File: src/rtl/frac_scan.sv
// Walks an H_RES x V_RES pixel grid, hands each coordinate to the fractal engine via go/done,
// and writes the found flag out over valid/ready. Cost per pixel: engine latency + 3; a stalled write blocks the next request.
module frac_scan #(
  parameter int N      = 32,
  parameter int M      = 4,
  parameter int H_RES  = 640,
  parameter int V_RES  = 480,
  parameter int ADDR_W = 19
) (
  input  logic              frac_clk,
  input  logic              frac_rst_n,
  input  logic              scan_start,
  input  logic [N-1:0]      scan_cx_min,
  input  logic [N-1:0]      scan_cy_max,
  input  logic [N-1:0]      scan_step,
  input  logic [15:0]       scan_max_iter,
  output logic              scan_busy,
  output logic              scan_frame_done,
  output logic [N-1:0]      frac_cx,
  output logic [N-1:0]      frac_cy,
  output logic [15:0]       frac_max_iter,
  output logic              frac_go,
  input  logic              frac_done,
  input  logic              frac_found,
  output logic              pix_valid,
  input  logic              pix_ready,
  output logic [ADDR_W-1:0] pix_addr,
  output logic              pix_data
);

  localparam int CW = (H_RES > 1) ? $clog2(H_RES) : 1;
  localparam int RW = (V_RES > 1) ? $clog2(V_RES) : 1;

  generate
    if (M < 1 || M >= N || longint'(H_RES) * longint'(V_RES) > (longint'(1) << ADDR_W)) begin : g_bad_param
      $error("frac_scan: inconsistent parameters");
    end
  endgenerate

  typedef enum logic [1:0] {IDLE, ISSUE, WAIT, WRITE} state_t;

  state_t            state_q, state_d;
  logic [N-1:0]      cx_min_q, cx_min_d;
  logic [N-1:0]      step_q, step_d;
  logic              first_q, first_d;
  logic [CW-1:0]     col_q, col_d;
  logic [RW-1:0]     row_q, row_d;
  logic [ADDR_W-1:0] addr_d;
  logic [N-1:0]      cx_d, cy_d;
  logic [15:0]       mi_d;
  logic              busy_d, fdone_d, go_d, valid_d, data_d;

  always_ff @(posedge frac_clk) begin
    if (!frac_rst_n) begin
      state_q         <= IDLE;
      cx_min_q        <= '0;
      step_q          <= '0;
      first_q         <= 1'b0;
      col_q           <= '0;
      row_q           <= '0;
      pix_addr        <= '0;
      frac_cx         <= '0;
      frac_cy         <= '0;
      frac_max_iter   <= 16'd1;
      scan_busy       <= 1'b0;
      scan_frame_done <= 1'b0;
      frac_go         <= 1'b0;
      pix_valid       <= 1'b0;
      pix_data        <= 1'b0;
    end else begin
      state_q         <= state_d;
      cx_min_q        <= cx_min_d;
      step_q          <= step_d;
      first_q         <= first_d;
      col_q           <= col_d;
      row_q           <= row_d;
      pix_addr        <= addr_d;
      frac_cx         <= cx_d;
      frac_cy         <= cy_d;
      frac_max_iter   <= mi_d;
      scan_busy       <= busy_d;
      scan_frame_done <= fdone_d;
      frac_go         <= go_d;
      pix_valid       <= valid_d;
      pix_data        <= data_d;
    end
  end

  // Every output is a register; this block computes their next values.
  always_comb begin
    state_d  = state_q;
    cx_min_d = cx_min_q;
    step_d   = step_q;
    first_d  = 1'b0;
    col_d    = col_q;
    row_d    = row_q;
    addr_d   = pix_addr;
    cx_d     = frac_cx;
    cy_d     = frac_cy;
    mi_d     = frac_max_iter;
    busy_d   = scan_busy;
    fdone_d  = 1'b0;
    go_d     = 1'b0;
    valid_d  = pix_valid;
    data_d   = pix_data;
    case (state_q)
      IDLE: begin
        if (scan_start) begin
          cx_min_d = scan_cx_min;
          step_d   = scan_step;
          mi_d     = (scan_max_iter == 16'd0) ? 16'd1 : scan_max_iter;
          col_d    = '0;
          row_d    = '0;
          addr_d   = '0;
          cx_d     = scan_cx_min;
          cy_d     = scan_cy_max;
          busy_d   = 1'b1;
          go_d     = 1'b1;
          state_d  = ISSUE;
        end
      end
      ISSUE: begin
        first_d = 1'b1;
        state_d = WAIT;
      end
      WAIT: begin
        // The engine's done from the previous pixel is still up in the first WAIT cycle.
        if (!first_q && frac_done) begin
          data_d  = frac_found;
          valid_d = 1'b1;
          state_d = WRITE;
        end
      end
      WRITE: begin
        if (pix_ready) begin
          valid_d = 1'b0;
          if (col_q == CW'(H_RES - 1) && row_q == RW'(V_RES - 1)) begin
            fdone_d = 1'b1;
            busy_d  = 1'b0;
            state_d = IDLE;
          end else begin
            if (col_q == CW'(H_RES - 1)) begin
              col_d = '0;
              row_d = row_q + RW'(1);
              cx_d  = cx_min_q;
              cy_d  = frac_cy - step_q;
            end else begin
              col_d = col_q + CW'(1);
              cx_d  = frac_cx + step_q;
            end
            addr_d  = pix_addr + ADDR_W'(1);
            go_d    = 1'b1;
            state_d = ISSUE;
          end
        end
      end
      default: state_d = IDLE;
    endcase
  end

endmodule

File: config.mk
export PLATFORM = sky130hd
export DESIGN_NAME = frac_scan
export DESIGN_NICKNAME = d
export VERILOG_FILES = /design/src/rtl/frac_scan.sv
export SDC_FILE = /design/constraint.sdc
export NUM_CORES = 1
export LEC_CHECK = 0
export CORE_MARGIN = 3
export CORE_UTILIZATION = 60
export CTS_CLUSTER_DIAMETER = 50
export DETAILED_ROUTE_END_ITERATION = 16
export DONT_BUFFER_PORTS = 1
export PLACE_DENSITY = 0.76
export SLEW_MARGIN = 0
export SYNTH_ARGS = -nofsm -noshare
export SYNTH_HDL_FRONTEND = slang
export SYNTH_SLANG_ARGS = --single-unit
File: constraint.sdc
create_clock -name frac_clk -period 3.1 [get_ports frac_clk]
set_clock_uncertainty 0.1 [all_clocks]
set_input_delay 0.62 -clock frac_clk [delete_from_list [all_inputs] [get_ports frac_clk]]
set_output_delay 0.62 -clock frac_clk [all_outputs]
set_load 0.03 [all_outputs]
==> results of run 1 <==
-- power by group --
group	internal (uW)	switching, uW	leakage [uW]
registers	3030	889	0.00156
clock network	1080	1090	0.000279
logic	2830	4500	0.00307
total	6930	6470	0.00490
-- what timing repair did --
action                                  CTS  global route
pin swaps                                 0             1
cloned                                    0             0
gates resized for setup                   1            12
endpoints found under the setup margin    1            13
endpoints found under the hold margin     0             0
setup buffers                             0             0
-- synthesized netlist by cell type, types with 3 or more instances --
library cell and count:
nand2_1 283, a21oi_1 208, dfxtp_1 190, nor2_1 99
o21ai_0 72, ha_1 70, clkbuf_1 60, inv_1 54
nand3_1 47, xor2_1 41, xnor2_1 40, o211ai_1 35
a21o_1 26, nor3_1 20, nand4_1 19, a211oi_1 16
buf_2 15, a31oi_1 14, and3_1 14, mux2i_1 10
nand2b_1 9, or3_1 9, nor2b_1 7, o31ai_1 7
and4_1 6, nor4_1 6, o21ai_1 6, o21bai_1 6
a211o_1 5, and2_1 5, o21a_1 5, a41oi_1 4
nand3b_1 4, o22ai_1 4, or2_2 4, a21oi_2 3
-- routing by layer --
layer | share of wire | vias to the layer above | wire [um]
li1 | - | 5217 | -
met1 | 0.43 | 4803 | 13630
met2 | 0.46 | 350 | 14400
met3 | 0.077 | 53 | 2403
met4 | 0.029 | 0 | 921
met5 | 0 | - | 0
-- worst max-delay path: stages, from the launching register on --
cell	delay (ns)
dfxtp_1	0.37
inv_1	0.06
ha_1	0.40
a21oi_1	0.32
o21ai_0	0.17
nor4_1	0.36
a21oi_1	0.21
a21oi_1	0.23
a21oi_1	0.13
a31oi_1	0.22
xor2_1	0.18
o21ai_0	0.10
-- sequential cells by signal, indices dropped and copies added (netlist names), 2 cells and up --
register	cells
step_q	32
pix_addr	19
row_q	9
frac_max_iter	16
col_q	10
state_q	2
frac_cx	32
frac_cy	32
cx_min_q	32
-- metrics by stage --
stage / std cells / instance area, um^2
after global placement: 1689 / 11740
final: 1721 / 12370
after global routing: 1721 / 12370
after detailed placement: 1689 / 11740
after CTS: 1721 / 12310
after floorplan: 1480 / 11240
-- cells by family after synthesis --
logic type               Yosys count
multiplexers                      11
AO/OA/AOI/OAI                    442
buffers and inverters            135
flip-flops                       190
AND/OR/NAND/NOR                  549
XOR/XNOR                          81
adder cells (fa/ha/maj)           72
-- worst paths after layout --
| check | start | slack [ns] | end | cells past startpoint |
|---|---|---|---|---|
| worst max-delay path | step_q[11] | 0.15 | frac_cy[30] | 11 |
| worst min-delay path | frac_rst_n | 0.16 | frac_max_iter[0] | 1 |
| worst max register to register | step_q[11] | 0.15 | frac_cy[30] | 11 |
| worst min register to register | cx_min_q[31] | 0.36 | cx_min_q[31] | 2 |
-- final cells by class --
type                            instances  area (um^2)
Clock buffer                           18        429.2
Clock inverter                         14        143.9
Fill cell                            1609         5834
Inverter                               55        209.0
Multi-Input combinational cell       1155         6975
Sequential cell                       190         3805
Tap cell                              229        286.5
Timing Repair Buffer                   60        525.5
==> metrics.txt, run 1 <==
Layout area overhead 10.13%; met3 global-route usage 0.08138; area share of fa/ha/maj cells after synthesis 0.08151; CP Data Required Time 3.33 ns; Post-Route Setup TNS 0 ns; Port Buffers 0; layer with the highest usage met2; Die ar. 20400 um^2; # Max-Cap Violations 0; dominant cells by area after synthesis dfxtp_1 (34%), nand2_1 (9.5%), a21oi_1 (9.3%), ha_1 (7.8%), nor2_1 (3.3%); Worst Tran Pin Value 0.9804 ns; Final Util 0.6796; Yosys warnings 0; Worst EP arrival 3.18 ns; Seq/Total Area, Yosys 0.3385; H-tree levels 4; Overall Power 13400 uW; CTS tree yes; commonest non-fill, non-tap cell in the layout nand2_1; Slew HR 0.3464; Post-Syn Area per Cell 7.592 um^2; EDFF count, synth 0; Detailed Route WL 31360 um; outcome finished, final reports clean; commonest non-fill, non-tap cells in the layout nand2_1 (282), a21oi_1 (205), dfxtp_1 (189); Final nets 1669; compound-gate portion of the synthesized area 0.2394; async set or reset register ratio after synthesis 0; largest net degree at the start of global routing 87; Cells after Synth 1480; crit-path max FO 9; vias in the first global route 9716; final worst path period need 2.946 ns; worst-skew pair later-pin latency 0.45 ns; DIE WIDTH 142.8 um; Final WS setup 0.1543 ns; Crit Path Class register to register; unrepaired setup endpoints after global routing true; Synth Area in Simple Gates 0.2199; routed vias/inst 6.056; first-pass GRT wire length 48440 um; Synth Net Count 1670; layout cells sized above 1 0.08780; DRC errors left 0; post-synth top area cell dfxtp_1; CTS clk-pin slew, worst paths 0.07 ns; pre-CTS WS 0.03063 ns; overflow left after global routing 0; antenna diode count 0; crit end category register; Final period util 0.9502; maximum vdd drop 691.7 uV; Post-DRT Antenna Nets 0; vias 10420; DR WL/cell 18.22 um; fin. max-slew vios 0; num rows 49; Initial Util 0.6171; ys flop type dfxtp_1; Syn Std Cell Area 11240 um^2; Clock Sinks 190; P_leak 0.004904 uW; Core Area 18210 um^2; Root Buffer clkbuf_16; first drt pass iteration count 5; hold crit path type input port to register; post-DP HPWL 22330 um; total track usage 0.2950; clock buffer count from CTS 17; # hold bufs at CTS 0; Synth Area in XOR/XNOR 0.06314; gpl congestion 0.9221; final hold slack 0.1637 ns; post-synthesis register bit count 190; Power Dens Cells 1083 nW/um^2; Die Y 142.8 um; Max Fclk 339.5 MHz; post-synthesis mux area share 0.009911; GRT met2 Usage 0.4849; CP Launch Type register; clk buf depth 2; Hold Fails Final Rpt 0; GR met1 Demand/Resource 0.3746; share of the synthesized area in the top cell type 0.3385; Synth cell types 82; Setup-failing EPs final 0; main combinational cell family by area after synthesis compound AO/OA/AOI/OAI gates; DRT iter0 DRCs 605; initial antenna violation count 0; I/O pins 222
Note: power is estimated with default switching activity, not from simulation.
==> run 2, diff against run 1 <==
--- a/config.mk
+++ b/config.mk
@@ -8,8 +8,9 @@
 export CORE_MARGIN = 3
 export CORE_UTILIZATION = 60
+export CTS_BUF_LIST = sky130_fd_sc_hd__clkbuf_4
 export CTS_CLUSTER_DIAMETER = 50
 export DETAILED_ROUTE_END_ITERATION = 16
 export DONT_BUFFER_PORTS = 1
-export PLACE_DENSITY = 0.76
+export PLACE_DENSITY = 0.83
 export SLEW_MARGIN = 0
 export SYNTH_ARGS = -nofsm -noshare
--- a/constraint.sdc
+++ b/constraint.sdc
@@ -3,3 +3,3 @@
 set_input_delay 0.62 -clock frac_clk [delete_from_list [all_inputs] [get_ports frac_clk]]
 set_output_delay 0.62 -clock frac_clk [all_outputs]
-set_load 0.03 [all_outputs]
+set_load 0.02 [all_outputs]
==> run 2 against run 1 <==
  * Setup slack gained 0.014 ns
  * Critical endpoint is now frac_cx[30]
  * Via count grew 1.8%
  * Critical path type unchanged
  * Design area shrank 1.5%
  * Maximum frequency grew 0.49%
  * Power shrank 8.5%
  * Global-route usage grew 0.30 points
  * First-iteration DRC count grew 28%
  * Routed wire length grew 0.74%
  * Sequential share of layout area grew 0.50 points
  * Critical path depth is the same
  * Worst hold slack lost 0.12 ns
  * Clock-buffer cell count shrank 1
==> metrics.txt, run 2 (synthesized netlist as in run 1, its figures left out) <==
Port Buffers 0; clock buffer count from CTS 17; dpl cells 1682; Hold Fails Final Rpt 0; Core Area 18210 um^2; Initial Util 0.6171; Die Y 142.8 um; crit-path max FO 3; Slew HR 0.4826; reg2reg start step_q[0]; outcome finished, final reports clean; hold crit path type input port to register; Placed Area 11660 um^2; CP Capture Point frac_cx[30]; cells on worst reg2reg path 11; num rows 49; Worst Tran Pin Value 0.7734 ns; Power Dens Cells 1006 nW/um^2; worst-skew pair later-pin latency 0.60 ns; vias in the first global route 9854; met3 global-route usage 0.08942; Worst EP arrival 3.30 ns; largest net degree at the start of global routing 71; Crit Path Class register to register; crit end category register; R2R Setup Slk 0.17 ns; Layout Cells excl Fill 1734; DIE WIDTH 142.8 um; # Max-Cap Violations 0; first drt pass iteration count 5; clk buf depth 2; P_leak 0.004801 uW; Post-Route Setup TNS 0 ns; final worst path period need 2.931 ns; Setup-failing EPs final 0; total track usage 0.2980; maximum vdd drop 522.1 uV; Clock Sinks 190; post-DP HPWL 23030 um; Die ar. 20400 um^2; CTS tree yes; Layout area overhead 8.430%; fin. max-slew vios 0; FF-to-FF End frac_cx[30]; overflow left after global routing 0; layer with the highest usage met2; Overall Power 12260 uW; Post-DRT Antenna Nets 0; gpl congestion 0.9302; I/O pins 222; GR met1 Demand/Resource 0.3728; Max Fclk 341.2 MHz; CP Data Required Time 3.47 ns; CP Launch Type register; vias 10610; GRT met2 Usage 0.4829; first-pass GRT wire length 49380 um; Final period util 0.9456; commonest non-fill, non-tap cell in the layout nand2_1; Detailed Route WL 31590 um; initial antenna violation count 1; CTS clk-pin slew, worst paths 0.19 ns; H-tree levels 4; routed vias/inst 6.121; unrepaired setup endpoints after global routing false; DRC errors left 0; Final Cell Area 12180 um^2; CP startpoint step_q[0]; layout cells sized above 1 0.08583; Final nets 1680; commonest non-fill, non-tap cells in the layout nand2_1 (282), a21oi_1 (204), dfxtp_1 (187); DRT iter0 DRCs 774; Post-CTS Setup Inserts 0; DR WL/cell 18.22 um; Root Buffer clkbuf_4
run 2: cell count changes in the layout (fill, tap and decap cells not counted), moves of 2 or more:
| cell | change |
|---|---|
| buf_4 | -5 |
| diode_2 | +2 |
| clkbuf_4 | +17 |
| buf_12 | -2 |
| dfxtp_1 | -2 |
| dfxtp_2 | +2 |
| clkbuf_16 | -17 |
| o311ai_1 | +2 |
| dlygate4sd3_1 | +18 |
run 2: how the worst min path moves through the flow:
stage                                start          endpoint  slack [ns]  depth (start not counted)
after global placement        cx_min_q[31]      cx_min_q[31]        0.34                          2
after global routing      scan_max_iter[2]  frac_max_iter[2]      0.0005                          2
after detailed placement      cx_min_q[24]      cx_min_q[24]        0.34                          2
final                        scan_step[19]        step_q[19]        0.05                          2
after CTS                    scan_step[22]        step_q[22]       0.002                          2
after floorplan               cx_min_q[28]      cx_min_q[28]        0.33                          2
run 2: what timing repair did:
item,in CTS,in global routing
resized for setup,0,15
setup endpoints to repair,0,16
hold buffers,4,14
hold endpoints to repair,5,14
run 2: critical path, stage by stage, from the launching register on:
cell      delay (ns)
dfxtp_2         0.38
ha_1            0.22
fa_2            0.38
a21oi_2         0.16
o211ai_1        0.16
and3_4          0.21
or2_1           0.23
a311oi_2        0.33
o21ai_1         0.14
mux2i_1         0.13
a211oi_1        0.26
o41ai_2         0.08
run 2: cell type report:
class | instances | area, um^2
Multi-Input combinational cell | 1155 | 6952
Fill cell | 1540 | 6026
Sequential cell | 190 | 3807
Timing Repair Buffer | 71 | 628.1
Tap cell | 229 | 286.5
Inverter | 55 | 207.7
Clock inverter | 15 | 168.9
Clock buffer | 17 | 127.6
Antenna cell | 2 | 5.005
run 2: power breakdown:
| part | internal (uW) | switching, uW |
|---|---|---|
| Sequential | 3030 | 841 |
| Clock | 383 | 1010 |
| Combinational | 2770 | 4230 |
| Total | 6180 | 6080 |
run 2: metrics by stage:
stage / hold WS, ns / util / setup WS, ns
floorplan: 0.3319 / - / 0.2433
global placement: 0.3370 / 0.6402 / 0.1086
detailed placement: 0.3440 / 0.6402 / 0.05377
CTS: 0.002215 / 0.6587 / 0.01553
global route: 0.0005031 / 0.6689 / 0.005026
finish: 0.04661 / 0.6691 / 0.1687
run 2: layer usage:
layer / up-vias / part of all wire
li1: 5233 / -
met1: 4902 / 0.41
met5: - / 0
met4: 0 / 0.030
met2: 418 / 0.47
met3: 60 / 0.089
==> run 3, diff against run 2 <==
Settings changed: PLACE_DENSITY 0.83 to 0.86.
Clock period 3.1 ns to 2.4 ns, I/O delays scaled along.
==> run 3 against run 2 <==
  * The flow now stops in global routing
  * Synthesized area stayed put
  * Synthesized cell count stayed put
==> metrics.txt, run 3 <==
outcome aborted with a tool error; Stop stage global routing; stop err [ERROR GRT-0232] Routing congestion too high. Check the congestion heatmap in the GUI.; post-synthesis register bit count 190; dominant cells by area after synthesis dfxtp_1 (34%), nand2_1 (9.5%), a21oi_1 (9.3%), ha_1 (7.8%), nor2_1 (3.3%); dpl cells 1869; Cells after Synth 1480; gpl congestion 0.9806; I/O pins 222; Post-Syn Area per Cell 7.592 um^2; clock buffer count from CTS 17; post-synth top area cell dfxtp_1; Post-synth top cells nand2_1 (283), a21oi_1 (208), dfxtp_1 (190), nor2_1 (99), o21ai_0 (72); Yosys warnings 0; clk buf depth 2; pre-CTS WS -0.4379 ns; Worst EP post-GRT repair frac_cx[20]$_SDFFE_PN0P_/D; async set or reset register ratio after synthesis 0; Root Buffer clkbuf_4; Die Y 142.8 um; H-tree levels 4; largest net degree at the start of global routing 69; most common cell in the synthesized netlist nand2_1; Placed Area 13310 um^2; total track usage 0.8056; post-DP HPWL 26600 um; Syn Std Cell Area 11240 um^2; Seq/Total Area, Yosys 0.3385; Synth Net Count 1670; Port Buffers 0; overflow left after global routing 255; Clock Sinks 190; Synth cell types 82; EDFF count, synth 0; share of the synthesized area in the top cell type 0.3385; DIE WIDTH 142.8 um; Initial Util 0.6171; num rows 49; ys flop type dfxtp_1; WEP type register data pin
[run 3: metal layers]
layer	global-route usage	GRT overflow
met2	0.9790	152
met1	0.7689	1
met5	0.2273	0
met4	0.8679	96
met3	0.6691	6
[run 3: per-stage QoR]
| step | utilization | hold WS [ns] |
|---|---|---|
| 2_1_floorplan | - | 0.3319 |
| 4_1_cts | 0.8780 | 0.008328 |
| 3_3_place_gp | 0.7312 | 0.3390 |
| 3_5_place_dp | 0.7312 | 0.3507 |
[run 3: cells by family after synthesis]
| logic type | share of synthesized area |
|---|---|
| buffers and inverters | 0.04755 |
| flip-flops | 0.3385 |
| AND/OR/NAND/NOR | 0.2199 |
| XOR/XNOR | 0.06314 |
| AO/OA/AOI/OAI | 0.2394 |
| adder cells (fa/ha/maj) | 0.08151 |
| multiplexers | 0.009911 |
[run 3: timing repair]
action | in CTS
cloned | 2
endpoints found under the hold margin | 143
hold buffers | 110
pin swaps | 94
buffers inserted | 41
setup endpoints to repair | 86
gates resized for setup | 175
==> run 4, diff against run 3 <==
Settings changed: CORE_UTILIZATION 60 to 40, CTS_BUF_LIST sky130_fd_sc_hd__clkbuf_4 to not set, CTS_CLUSTER_DIAMETER 50 to not set, PLACE_DENSITY 0.86 to not set, PLACE_DENSITY_LB_ADDON set to 0.15.
Clock period 2.4 ns to 3.1 ns, I/O delays scaled along.
==> run 4 against run 3 <==
  * The run now ends clean
==> metrics.txt, run 4 (synthesized netlist as in run 1, its figures left out) <==
largest net degree at the start of global routing 104; Placed Area 11920 um^2; Final Cell Area 12500 um^2; CP Data Required Time 3.30 ns; vias in the first global route 9946; Layout area overhead 11.28%; Die ar. 30140 um^2; Post-DRT Antenna Nets 0; pre-CTS WS -0.0007225 ns; Clock Sinks 190; DRT iter0 DRCs 715; Worst Tran Pin Value 0.8683 ns; I/O pins 222; clock buffer count from CTS 17; gpl congestion 0.9034; num rows 60; DRC errors left 0; worst-skew pair later-pin latency 0.44 ns; initial antenna violation count 0; Die Y 173.6 um; CP Launch Type register; crit-path leading delay family compound AO/OA/AOI/OAI gates; Root Buffer clkbuf_16; P_leak 0.004865 uW; overflow left after global routing 0; maximum vdd drop 388.6 uV; Final nets 1669; layout cells sized above 1 0.09060; hold crit path type input port to register; CTS tree yes; post-DP HPWL 24760 um; Final WS setup 0.1603 ns; Hold Fails Final Rpt 0; Layout Cells excl Fill 1862; fin. max-slew vios 0; antenna diode count 0; Core Area 27250 um^2; commonest non-fill, non-tap cells in the layout nand2_1 (282), a21oi_1 (203), dfxtp_1 (190); outcome finished, final reports clean; final worst path period need 2.940 ns; Post-CTS Setup Inserts 0; Max Fclk 340.2 MHz; clk buf depth 2; DIE WIDTH 173.6 um; Slew HR 0.4211; total track usage 0.2253; commonest non-fill, non-tap cell in the layout nand2_1; routed vias/inst 5.513; crit end category register; # Max-Cap Violations 0; Critical path buffers and inverters 1; Crit Path Class register to register; crit-path max FO 3; first-pass GRT wire length 54540 um; Most Frequent Cell on Critical Path o211ai_1; Initial Util 0.4123; Worst EP arrival 3.14 ns; DR WL/cell 18.62 um; Setup-failing EPs final 0; Worst path slowest cell a311oi_4; vias 10270; H-tree levels 4; Crit path largest cell delay 0.40 ns; final hold slack 0.1785 ns; crit-path cells ha_2 -> fa_2 -> a21oi_2 -> o211ai_1 -> and3_4 -> or2_1 -> a311oi_4 -> buf_4 -> xnor2_1 -> o211ai_1 -> o211ai_1 -> a21oi_1; Port Buffers 0; Power Dens Cells 1045 nW/um^2; first drt pass iteration count 5; Final Util 0.4588; CTS clk-pin slew, worst paths 0.07 ns; dpl cells 1832; Final period util 0.9483; Detailed Route WL 34680 um
[run 4: layer usage]
| layer | wire [um] | up-vias | share of wire | track usage |
|---|---|---|---|---|
| li1 | - | 5217 | - | - |
| met1 | 15410 | 4782 | 0.44 | 0.2832 |
| met2 | 16110 | 232 | 0.46 | 0.3765 |
| met3 | 2518 | 35 | 0.073 | 0.06943 |
| met4 | 641 | 0 | 0.018 | 0.05865 |
| met5 | 0 | - | 0 | 0 |
[run 4: worst paths after layout]
| kind | start | end | slack (ns) | cells after the start |
|---|---|---|---|---|
| setup / recovery | step_q[0] | frac_cx[18] | 0.16 | 12 |
| hold / removal | frac_rst_n | frac_max_iter[0] | 0.18 | 1 |
| setup reg to reg | step_q[0] | frac_cx[18] | 0.16 | 12 |
| hold reg to reg | cx_min_q[8] | cx_min_q[8] | 0.35 | 2 |
[run 4: what timing repair did]
| action | 4_1_cts | 5_1_grt |
|---|---|---|
| hold buffers | 0 | 0 |
| pin swaps | 0 | 5 |
| endpoints found under the setup margin | 2 | 9 |
| gates cloned | 0 | 0 |
| gates resized for setup | 1 | 16 |
[run 4: layout make-up]
cell class,instances,area (um^2)
clock buffer,20,446.7
clock inverter,10,70.07
fill,2784,14750
inverter,55,209.0
multi-input combinational,1155,6995
sequential,190,3804
tap,372,465.4
timing repair buffer,60,513.0
[run 4: per-stage QoR]
| step | power, uW | TNS [ns] |
|---|---|---|
| 3_5_place_dp | 10960 | -0.0007225 |
| 3_3_place_gp | 10920 | 0 |
| 4_1_cts | 13060 | 0 |
| 6_report | 13060 | 0 |
| 5_1_grt | 14140 | -0.0009526 |
| 2_1_floorplan | 8884 | 0 |
[run 4: where the power goes]
group          switching (uW)  internal, uW  total [uW]
combinational            4390          2840        7220
clock                     986          1040        2020
sequential                788          3030        3820
total                    6160          6900       13100
